[config.mk]
export PLATFORM = sky130hd
export DESIGN_NAME = sk9822_frame_ctrl
export DESIGN_NICKNAME = d
export VERILOG_FILES = /design/src/rtl/sk9822_pkg.sv /design/src/rtl/sk9822_shift.sv /design/src/rtl/sk9822_frame_ctrl.sv
export SDC_FILE = /design/constraint.sdc
export NUM_CORES = 1
export LEC_CHECK = 0
export BUFFER_PORTS_ARGS = -buffer_cell sky130_fd_sc_hd__buf_2
export CAP_MARGIN = 30
export CORE_ASPECT_RATIO = 1.75
export CORE_UTILIZATION = 45
export CTS_CLUSTER_DIAMETER = 40
export DETAILED_ROUTE_END_ITERATION = 7
export GPL_TIMING_DRIVEN = 0
export PLACE_DENSITY = 0.62
export SETUP_SLACK_MARGIN = 0.4
export SLEW_MARGIN = 0
export SYNTH_ARGS = -nofsm -noshare
export SYNTH_HDL_FRONTEND = slang
export SYNTH_SLANG_ARGS = --single-unit
[constraint.sdc]
create_clock -name clk -period 2.8 [get_ports clk]
set_input_delay 0.56 -clock clk [delete_from_list [all_inputs] [get_ports clk]]
set_output_delay 0.56 -clock clk [all_outputs]
set_load 0.02 [all_outputs]
[src/rtl/sk9822_pkg.sv]
// Shared constants, FSM state type and helpers for the SK9822 frame controller.
package sk9822_pkg;

    localparam logic [31:0] START_WORD = 32'h0000_0000;
    localparam logic [31:0] END_WORD   = 32'hFFFF_FFFF;
    localparam logic [2:0]  LED_HDR    = 3'b111;
    localparam int          PIX_W      = 29;

    typedef enum logic [1:0] {
        IDLE,
        START,
        LED,
        END
    } state_e;

    // Trailing all-ones words needed to push clock edges through the whole chain.
    function automatic int end_words(input int led_num);
        int n;
        n = (led_num + 63) / 64;
        return (n < 1) ? 1 : n;
    endfunction

endpackage

[src/rtl/sk9822_shift.sv]
// 32-bit load/ready word serializer for the SK9822 two-wire interface.
// SCK half period is CLK_DIV clk cycles; data changes only while SCK is low.
// ready rises in the last cycle of the final bit's high phase so a word
// loaded then continues SCK without a gap.
module sk9822_shift #(
    parameter int CLK_DIV = 25
) (
    input  logic        clk,
    input  logic        rst_n,
    input  logic        load,
    input  logic [31:0] word,
    output logic        ready,
    output logic        ck,
    output logic        da,
    output logic        done
);

    localparam int               DIV_W    = (CLK_DIV > 1) ? $clog2(CLK_DIV) : 1;
    localparam logic [DIV_W-1:0] DIV_LAST = DIV_W'(CLK_DIV - 1);

    logic [31:0]      sr_q, sr_d;
    logic [4:0]       bit_q, bit_d;
    logic [DIV_W-1:0] div_q, div_d;
    logic             ck_q, ck_d;
    logic             da_q, da_d;
    logic             act_q, act_d;
    logic             done_q, done_d;
    logic             div_end;
    logic             last_bit;

    assign div_end  = (div_q == DIV_LAST);
    assign last_bit = act_q && ck_q && div_end && (bit_q == 5'd31);
    assign ready    = !act_q || last_bit;
    assign ck       = ck_q;
    assign da       = da_q;
    assign done     = done_q;

    // Half-period timing, bit stepping on SCK falling edges, and word loading.
    always_comb begin
        sr_d   = sr_q;
        bit_d  = bit_q;
        div_d  = div_q;
        ck_d   = ck_q;
        da_d   = da_q;
        act_d  = act_q;
        done_d = 1'b0;
        if (act_q) begin
            if (div_end) begin
                div_d = '0;
                ck_d  = !ck_q;
                if (ck_q) begin
                    if (bit_q != 5'd31) begin
                        da_d  = sr_q[31];
                        sr_d  = {sr_q[30:0], 1'b0};
                        bit_d = bit_q + 5'd1;
                    end else if (!load) begin
                        // Final falling edge with nothing queued: park SCK low, hold data.
                        act_d  = 1'b0;
                        done_d = 1'b1;
                    end
                end
            end else begin
                div_d = div_q + 1'b1;
            end
        end
        if (load && ready) begin
            sr_d  = {word[30:0], 1'b0};
            da_d  = word[31];
            bit_d = '0;
            div_d = '0;
            ck_d  = 1'b0;
            act_d = 1'b1;
        end
    end

    // Serializer state register; reset drives the LED lines low immediately.
    always_ff @(posedge clk or negedge rst_n) begin
        if (!rst_n) begin
            sr_q   <= '0;
            bit_q  <= '0;
            div_q  <= '0;
            ck_q   <= 1'b0;
            da_q   <= 1'b0;
            act_q  <= 1'b0;
            done_q <= 1'b0;
        end else begin
            sr_q   <= sr_d;
            bit_q  <= bit_d;
            div_q  <= div_d;
            ck_q   <= ck_d;
            da_q   <= da_d;
            act_q  <= act_d;
            done_q <= done_d;
        end
    end

endmodule

[src/rtl/sk9822_frame_ctrl.sv]
// SK9822 LED string frame scheduler: pixel buffer, refresh timer, frame FSM
// and word serializer. Optional macro SK9822_DOUBLE_BUF_EN selects a
// double-banked pixel store that swaps at frame launch; the default build
// reads a single live bank.
module sk9822_frame_ctrl
    import sk9822_pkg::*;
#(
    parameter int LED_NUM     = 12,
    parameter int ADDR_W      = 4,
    parameter int CLK_DIV     = 25,
    parameter int REFRESH_CYC = 1_000_000
) (
    input  logic              clk,
    input  logic              rst_n,
    input  logic              wr_en,
    input  logic [ADDR_W-1:0] wr_addr,
    input  logic [28:0]       wr_data,
    input  logic              refresh_req,
    output logic              busy,
    output logic              frame_done,
    output logic              sk9822_ck,
    output logic              sk9822_da
);

    localparam int END_WORDS = end_words(LED_NUM);
    localparam int DEPTH     = 2 ** ADDR_W;
    localparam int CNT_W     = (ADDR_W > 9) ? ADDR_W : 9;
    localparam int TMR_W     = (REFRESH_CYC > 1) ? $clog2(REFRESH_CYC) : 1;

    localparam logic [CNT_W-1:0]  LED_LAST  = CNT_W'(LED_NUM - 1);
    localparam logic [CNT_W-1:0]  END_CNT   = CNT_W'(END_WORDS);
    localparam logic [TMR_W-1:0]  TMR_LAST  = TMR_W'(REFRESH_CYC - 1);
    localparam logic [ADDR_W:0]   LED_LIMIT = (ADDR_W + 1)'(LED_NUM);

    state_e            state_q, state_d;
    logic [CNT_W-1:0]  cnt_q, cnt_d;
    logic [TMR_W-1:0]  tmr_q, tmr_d;
    logic              pending_q, pending_d;
    logic              busy_q, busy_d;
    logic              launch;
    logic              tmr_hit;
    logic              wr_ok;
    logic              sh_load;
    logic              sh_ready;
    logic              sh_done;
    logic [31:0]       sh_word;
    logic [PIX_W-1:0]  rd_pix;
    logic [ADDR_W-1:0] rd_addr;

    assign rd_addr    = cnt_q[ADDR_W-1:0];
    assign wr_ok      = wr_en && ({1'b0, wr_addr} < LED_LIMIT);
    assign tmr_hit    = (tmr_q == TMR_LAST);
    assign busy       = busy_q;
    assign frame_done = sh_done;

`ifdef SK9822_DOUBLE_BUF_EN
    logic [PIX_W-1:0]  bank_q [2][DEPTH];
    logic [PIX_W-1:0]  bank_d [2][DEPTH];
    logic              front_q, front_d;
    logic [DEPTH-1:0]  dirty_q, dirty_d;
    logic [ADDR_W-1:0] cp_idx_q, cp_idx_d;
    logic              cp_act_q, cp_act_d;
    logic              back_sel;

    assign back_sel = !front_q;
    assign rd_pix   = bank_q[front_q][rd_addr];

    // Back-bank writes, bank swap at launch, and background front-to-back copy.
    // Entries written since the swap are marked dirty so the copy never clobbers them.
    always_comb begin
        bank_d   = bank_q;
        front_d  = front_q;
        dirty_d  = dirty_q;
        cp_idx_d = cp_idx_q;
        cp_act_d = cp_act_q;
        if (cp_act_q) begin
            if (!dirty_q[cp_idx_q]) begin
                bank_d[back_sel][cp_idx_q] = bank_q[front_q][cp_idx_q];
            end
            if (cp_idx_q == ADDR_W'(LED_NUM - 1)) begin
                cp_act_d = 1'b0;
            end else begin
                cp_idx_d = cp_idx_q + 1'b1;
            end
        end
        if (wr_ok) begin
            bank_d[back_sel][wr_addr] = wr_data;
            dirty_d[wr_addr]          = 1'b1;
        end
        if (launch) begin
            front_d  = back_sel;
            dirty_d  = '0;
            cp_idx_d = '0;
            cp_act_d = 1'b1;
        end
    end

    // Pixel bank registers.
    always_ff @(posedge clk or negedge rst_n) begin
        if (!rst_n) begin
            for (int b = 0; b < 2; b++) begin
                for (int i = 0; i < DEPTH; i++) begin
                    bank_q[b][i] <= '0;
                end
            end
            front_q  <= 1'b0;
            dirty_q  <= '0;
            cp_idx_q <= '0;
            cp_act_q <= 1'b0;
        end else begin
            bank_q   <= bank_d;
            front_q  <= front_d;
            dirty_q  <= dirty_d;
            cp_idx_q <= cp_idx_d;
            cp_act_q <= cp_act_d;
        end
    end
`else
    logic [PIX_W-1:0] pix_q [DEPTH];
    logic [PIX_W-1:0] pix_d [DEPTH];

    // Live read: the serializer sees whatever is stored when the LED word is loaded.
    assign rd_pix = pix_q[rd_addr];

    // Host pixel writes; out-of-range addresses are dropped.
    always_comb begin
        pix_d = pix_q;
        if (wr_ok) begin
            pix_d[wr_addr] = wr_data;
        end
    end

    // Pixel buffer registers.
    always_ff @(posedge clk or negedge rst_n) begin
        if (!rst_n) begin
            for (int i = 0; i < DEPTH; i++) begin
                pix_q[i] <= '0;
            end
        end else begin
            pix_q <= pix_d;
        end
    end
`endif

    // Frame sequencing: launch on pending, issue start/LED/end words back to back,
    // return to IDLE once the last end-word bit has been clocked out.
    always_comb begin
        state_d   = state_q;
        cnt_d     = cnt_q;
        busy_d    = busy_q;
        launch    = 1'b0;
        sh_load   = 1'b0;
        sh_word   = START_WORD;
        tmr_d     = tmr_hit ? '0 : tmr_q + 1'b1;
        unique case (state_q)
            IDLE: begin
                if (pending_q) begin
                    launch  = 1'b1;
                    busy_d  = 1'b1;
                    state_d = START;
                end
            end
            START: begin
                sh_load = 1'b1;
                sh_word = START_WORD;
                if (sh_ready) begin
                    cnt_d   = '0;
                    state_d = LED;
                end
            end
            LED: begin
                sh_load = 1'b1;
                sh_word = {LED_HDR, rd_pix};
                if (sh_ready) begin
                    if (cnt_q == LED_LAST) begin
                        cnt_d   = '0;
                        state_d = END;
                    end else begin
                        cnt_d = cnt_q + 1'b1;
                    end
                end
            end
            END: begin
                sh_load = (cnt_q != END_CNT);
                sh_word = END_WORD;
                if (sh_ready) begin
                    if (cnt_q != END_CNT) begin
                        cnt_d = cnt_q + 1'b1;
                    end else begin
                        // Final bit is in its last high cycle: busy drops with frame_done.
                        busy_d = 1'b0;
                    end
                end
                if (sh_done) begin
                    state_d = IDLE;
                end
            end
        endcase
        pending_d = (pending_q && !launch) || refresh_req || tmr_hit;
    end

    // Control registers for the frame FSM, refresh timer and request latch.
    always_ff @(posedge clk or negedge rst_n) begin
        if (!rst_n) begin
            state_q   <= IDLE;
            cnt_q     <= '0;
            tmr_q     <= '0;
            pending_q <= 1'b0;
            busy_q    <= 1'b0;
        end else begin
            state_q   <= state_d;
            cnt_q     <= cnt_d;
            tmr_q     <= tmr_d;
            pending_q <= pending_d;
            busy_q    <= busy_d;
        end
    end

    sk9822_shift #(
        .CLK_DIV(CLK_DIV)
    ) u_shift (
        .clk  (clk),
        .rst_n(rst_n),
        .load (sh_load),
        .word (sh_word),
        .ready(sh_ready),
        .ck   (sk9822_ck),
        .da   (sk9822_da),
        .done (sh_done)
    );

endmodule

# == Yosys cells after proc, flatten, opt, wreduce, memory -nomap -nowiden ==
# Cells that the tools add are included.
# totals
out_inout_bits,4
in_bits,37
ram_bits,0
rom_bits,0
latchBits,0
memories,0
ff_bits,543
word_cells,140
# op_classes
reduce_logical,26
div_mod_pow,0
n_bitwise,2
mul,0
n_eq_ne,17
magnitude_cmp,4
mux,59
shift,0
addsub,4
# op_table
op,n
$bwmux W464,1
$mux W32,5
$bmux W29 S4,1
$demux W29 S4,1
$mux W29,3
$pmux W32 S2,1
$mux W9,5
$mux W5,8
$pmux W9 S3,1
$mux W1,24
$add A20 B1 Y20 const B,1
$eq A20 B20 Y1 const B,1
$mux W20,1
$add A5 B1 Y5 const B,2
$eq A5 B5 Y1 const B,2
$ge A5 B5 Y1 const B,2
$mux W2,5
$not A4 Y5,2
$reduce_and A5 Y1,2
$reduce_bool A2 Y1,5
$add A9 B1 Y9 const B,1
$eq A9 B4 Y1 const B,1
$ne A9 B1 Y1 const B,1
$ne A2 B1 Y1 const B,4
16 further kinds,32

# == Logic depth before layout (Yosys ltp) ==
# depth
word_depth,9
depth_mapped,12
depth_no_buf,8

# == By module ==
# A second synthesis with hierarchy kept.
# hier_totals
cells_unflattened,1743
area_unflattened_um2,23927.9
# by_module_without_submodules
mod,n_inst,cells_each,area_per_inst_um2,seq_area_each_um2
sk9822_frame_ctrl,1,1500,21737.1,12436.9
sk9822_shift,1,243,2190.9,1126.1

# == Worst setup path before layout ==
# OpenSTA, ideal clock, no wires.
# synth_timing
kind,register to register
startpoint,register cnt_q[1]
endpoint,register u_shift.sr_q[11]
setup_time_ns,0.083
period_less_slack_ns,2.318
required_ns,2.717
slack_ns,0.482
t_arrival_ns,2.235
path_buffers,5
stages_incl_launch_ff,13
path_cell_list,dfrtp_1 -> buf_2 -> buf_1 -> inv_1 -> ha_1 -> nor4b_2 -> a21oi_2 -> buf_6 -> o21a_1 -> buf_2 -> buf_6 -> nor2_1 -> o21ai_0
# synth_via
elab_chain_len,6
elab_cells_between_ends,14
classes_between,eq/ne: 1; mux: 6; bitwise: 1; reduce/logical: 6
# synth_rtl
item,line,rtl
from (decl),sk9822_frame_ctrl.sv:36,"logic [CNT_W-1:0] cnt_q, cnt_d;"
from (signal assigned),sk9822_frame_ctrl.sv:212,cnt_q <= cnt_d;
$not A4 Y5 (implied by the code),sk9822_frame_ctrl.sv:123,assign rd_pix = pix_q[rd_addr];
$bmux W29 S4,sk9822_frame_ctrl.sv:123,
$mux W29 (implied by the code) (2 in series),sk9822_frame_ctrl.sv:123,
$pmux W32 S2,sk9822_frame_ctrl.sv:155,unique case (state_q)
$mux W32,sk9822_shift.sv:66,if (load && ready) begin
to (signal assigned),sk9822_shift.sv:87,sr_q <= sr_d;
to (decl),sk9822_shift.sv:21,"logic [31:0] sr_q, sr_d;"
# Several ways; a longest one is shown, not always the timed one. The select of a mux whose other input is x is not followed.
# A chain may end at the register's enable or synchronous reset.

# == Final worst setup path ==
# layout_timing
startpoint,register cnt_q[1]
endpoint,register u_shift.sr_q[7]
# The elaborated chain is that of the path after synthesis.

==> load_flow_metrics.sql <==
INSERT INTO impl_metrics (metric_group, metric, value, unit) VALUES
('detailed_routing', 'routed-via-count', '14500', ''),
('sta', 'tightestPinTransition', '0.963', 'ns'),
('clock_tree', 'numCtsBuffers', '54', ''),
('critical_path', 'maximum_fanout_along_the_worst_path', '5', ''),
('detailed_routing', 'wl_per_cell', '22.7', 'um'),
('detailed_routing', 'finalWirelength', '59000', 'um'),
('final_layout', 'postLayoutCoreUtil', '52.4', '%'),
('global_routing', 'aggregate_global_route_resource_usage', '22.4', '%'),
('floorplan', 'pin_count', '41', ''),
('yosys', 'yosysSeqAreaShare', '56.5', '%'),
('yosys', 'syn-instance-count', '1763', ''),
('detailed_routing', 'detail_route.iter0.violations', '874', ''),
('placement', 'dp.cells', '2485', ''),
('global_routing', 'number_of_antenna_violations_at_the_first_check_in_global_routing', '0', ''),
('sta', 'hold_violations', '5', ''),
('sta', 'layout_min_cycle_time', '2.34', 'ns'),
('sta', 'hold_slack', '-0.00486', 'ns'),
('final_layout', 'instances_no_fill', '2602', ''),
('yosys', 'biggest_area_contributors_in_the_synthesized_netlist', 'dfrtp_1, mux2_2, mux4_2', ''),
('final_layout', 'fraction_of_layout_cells_with_a_size_suffix_above_1', '35.6', '%'),
('hold_path', 'worst_hold_path_type', 'input port to async pin', ''),
('yosys', 'synth_commonest_cells', 'dfrtp_1, mux2_2, clkbuf_1', ''),
('placement', 'dp_hpwl', '39600', 'um'),
('clock_tree', 'cts.path.max_buffers', '3', ''),
('yosys', 'netlist-cell-type-count', '57', ''),
('run_status', 'status', 'finished with violations', ''),
('yosys', 'netlist.area_leader.share', '56.5', '%'),
('yosys', 'asyncSetResetFlopFracSynth', '100', '%'),
('placement', 'place_area', '25200', 'um2'),
('power', 'power_density', '891', 'nW/um2'),
('sta', 'final-setup-viol-count', '0', ''),
('critical_path', 'crit_path_start_kind', 'flip-flop', ''),
('yosys', 'synth_area', '24000', 'um2'),
('floorplan', 'std_cell_rows', '111', ''),
('final_layout', 'stdcell_area', '27500', 'um2'),
('yosys', 'yosysMostFrequentCell', 'dfrtp_1', ''),
('yosys', 'synth_top_flop_cell', 'dfrtp_1', ''),
('floorplan', 'chipWidth', '177', 'um'),
('detailed_routing', 'detail_route.drc_violations', '0', ''),
('sta', 'grt_setup_unrepaired', 'true', ''),
('clock_tree', 'holdBufCountCts', '0', ''),
('sta', 'fin_skew', '0.0402', 'ns'),
('sta', 'setup_total_negative_slack', '0', 'ns'),
('critical_path', 'worstPathArrival', '2.81', 'ns'),
('final_layout', 'net_count_of_the_finished_layout', '1927', ''),
('detailed_routing', 'route.detailed.vias_per_inst', '5.56', ''),
('critical_path', 'cell_chain_critical_path', 'buf_8 -> buf_12 -> inv_1 -> ha_2 -> nor4b_4 -> a21oi_4 -> buf_6 -> o221ai_4 -> buf_6 -> buf_12 -> a21o_1 -> o21ai_0', ''),
('floorplan', 'initial_utilization', '45.7', '%'),
('clock_tree', 'latest_clock_arrival_within_the_worst_skew_pair', '0.62', 'ns'),
('sta', 'fmax', '427', 'MHz'),
('detailed_routing', 'm1WireLength', '23400', 'um'),
('final_layout', 'antenna_cells_inserted', '0', ''),
('power', 'vdd_drop_max', '582', 'uV'),
('yosys', 'synth-edff-count', '0', ''),
('placement', 'dp_slack', '-0.288', 'ns'),
('yosys', 'netlist.top_cell.by_area', 'dfrtp_1', ''),
('critical_path', 'slowest_library_cell_on_the_worst_path', 'dfrtp_2', ''),
('clock_tree', 'worst_setup_hold_path_clk_slew', '0.07', 'ns'),
('global_routing', 'grt-ovfl-total', '0', ''),
('floorplan', 'core_area', '52500', 'um2'),
('sta', 'post-route-worst-setup-slack', '0.459', 'ns'),
('detailed_routing', 'drtAntennaViolNets', '0', ''),
('critical_path', 'critPathRequiredTime', '3.27', 'ns'),
('clock_tree', 'htree_num_levels', '2', ''),
('power', 'static-leakage-power', '11.9', 'nW'),
('flow_run', 'maxcap_violations', '0', ''),
('run_status', 'violations', 'hold timing', ''),
('critical_path', 'path_class', 'flip-flop to flip-flop', ''),
('yosys', 'yosys_register_bits', '542', ''),
('detailed_routing', 'drtPass1Iterations', '5', ''),
('sta', 'worst_slew_margin_rel', '35.8', '%');
==> metal layers <==
layer | global-route usage, % | vias up
met3 | 2.25 | 115
li1 | - | 6493
met5 | 0 | -
met1 | 27.0 | 7606
met4 | 8.86 | 0
met2 | 40.6 | 257
==> state kept, by name (all words and copies together), names as in the netlist, 2 cells and up <==
signal and cells:
pix_q 464, tmr_q 20, state_q 2, cnt_q 9, u_shift.sr_q 31, u_shift.div_q 5, u_shift.bit_q 5
==> cell families after synthesis <==
| logic type | after synthesis | share of synthesized area, % |
|---|---|---|
| adders and majority gates | 11 | 0.574 |
| xor gates and xnor gates | 23 | 0.840 |
| muxes | 526 | 26.9 |
| AOI/OAI and AO/OA | 247 | 6.84 |
| DFF | 542 | 56.5 |
| and+or+nand+nor | 150 | 3.28 |
| buffers and inverters | 264 | 5.01 |
==> timing repair <==
item	4_1_cts	5_1_grt
buffers inserted	5	9
resized for setup	35	40
pin swaps	1	2
setup endpoints to repair	52	40
cloned	0	2
hold endpoints to repair	0	0
==> critical path: cells and delay by family (launching register included) <==
family | cells | cell delay (ns)
fa+ha+maj | 1 | 0.16
simple gates | 1 | 0.28
buf+inv | 6 | 0.78
compound gates | 4 | 0.52
flops | 1 | 0.45
==> placed cells by master (no fill, tap or decap), types with 5 or more instances in the layout <==
| master | n |
|---|---|
| o22ai_1 | 28 |
| xor2_1 | 7 |
| bufinv_16 | 10 |
| clkinv_2 | 9 |
| buf_12 | 5 |
| buf_8 | 7 |
| mux4_2 | 60 |
| ha_1 | 10 |
| o21ai_0 | 41 |
| xnor2_1 | 16 |
| buf_2 | 74 |
| clkbuf_2 | 12 |
| nor2_1 | 67 |
| a221oi_1 | 27 |
| mux2i_1 | 115 |
| a21oi_1 | 34 |
| o21ai_1 | 20 |
| clkbuf_4 | 5 |
| dfrtp_1 | 541 |
| nor2b_1 | 8 |
| a211oi_2 | 12 |
| buf_6 | 13 |
| o31ai_1 | 5 |
| nand3_1 | 16 |
| and3_1 | 6 |
| a22o_1 | 8 |
| buf_4 | 20 |
| clkbuf_8 | 6 |
| clkbuf_1 | 175 |
| mux2_2 | 351 |
| clkbuf_16 | 55 |
| nand2b_1 | 5 |
| a21o_1 | 32 |
| a211oi_1 | 17 |
| nand2_1 | 15 |
| inv_1 | 15 |
==> area by class of cell <==
class                           instances  area, um2  share of cell area (%)
Inverter                               15       56.3                   0.205
Timing Repair Buffer                   60        480                    1.75
Sequential cell                       542      13600                    49.3
Buffer                                249       1250                    4.56
Clock inverter                         34        512                    1.86
Multi-Input combinational cell        957       9350                    34.0
Clock buffer                           67       1460                    5.30
Tap cell                              678        848                    3.08
==> power breakdown <==
part / total [mW] / switching, mW / internal, mW
registers: 10.1 / 0.803 / 9.33
logic: 6.40 / 3.19 / 3.20
clock network: 8.00 / 3.30 / 4.70
total: 24.5 / 7.29 / 17.2
==> final timing paths <==
kind / start / to / slack, ns / cells past startpoint
max: cnt_q[1] / u_shift.sr_q[7] / 0.46 / 12
min: rst_n / pix_q[136] / -0.005 / 1
max reg2reg: cnt_q[1] / u_shift.sr_q[7] / 0.46 / 12
min reg2reg: pix_q[78] / pix_q[78] / 0.45 / 1
max in group asynchronous: rst_n / pix_q[63] / 1.21 / 3
min in group clk: refresh_req / pending_q / 0.15 / 2
Note: power is estimated with default switching activity, not from simulation.
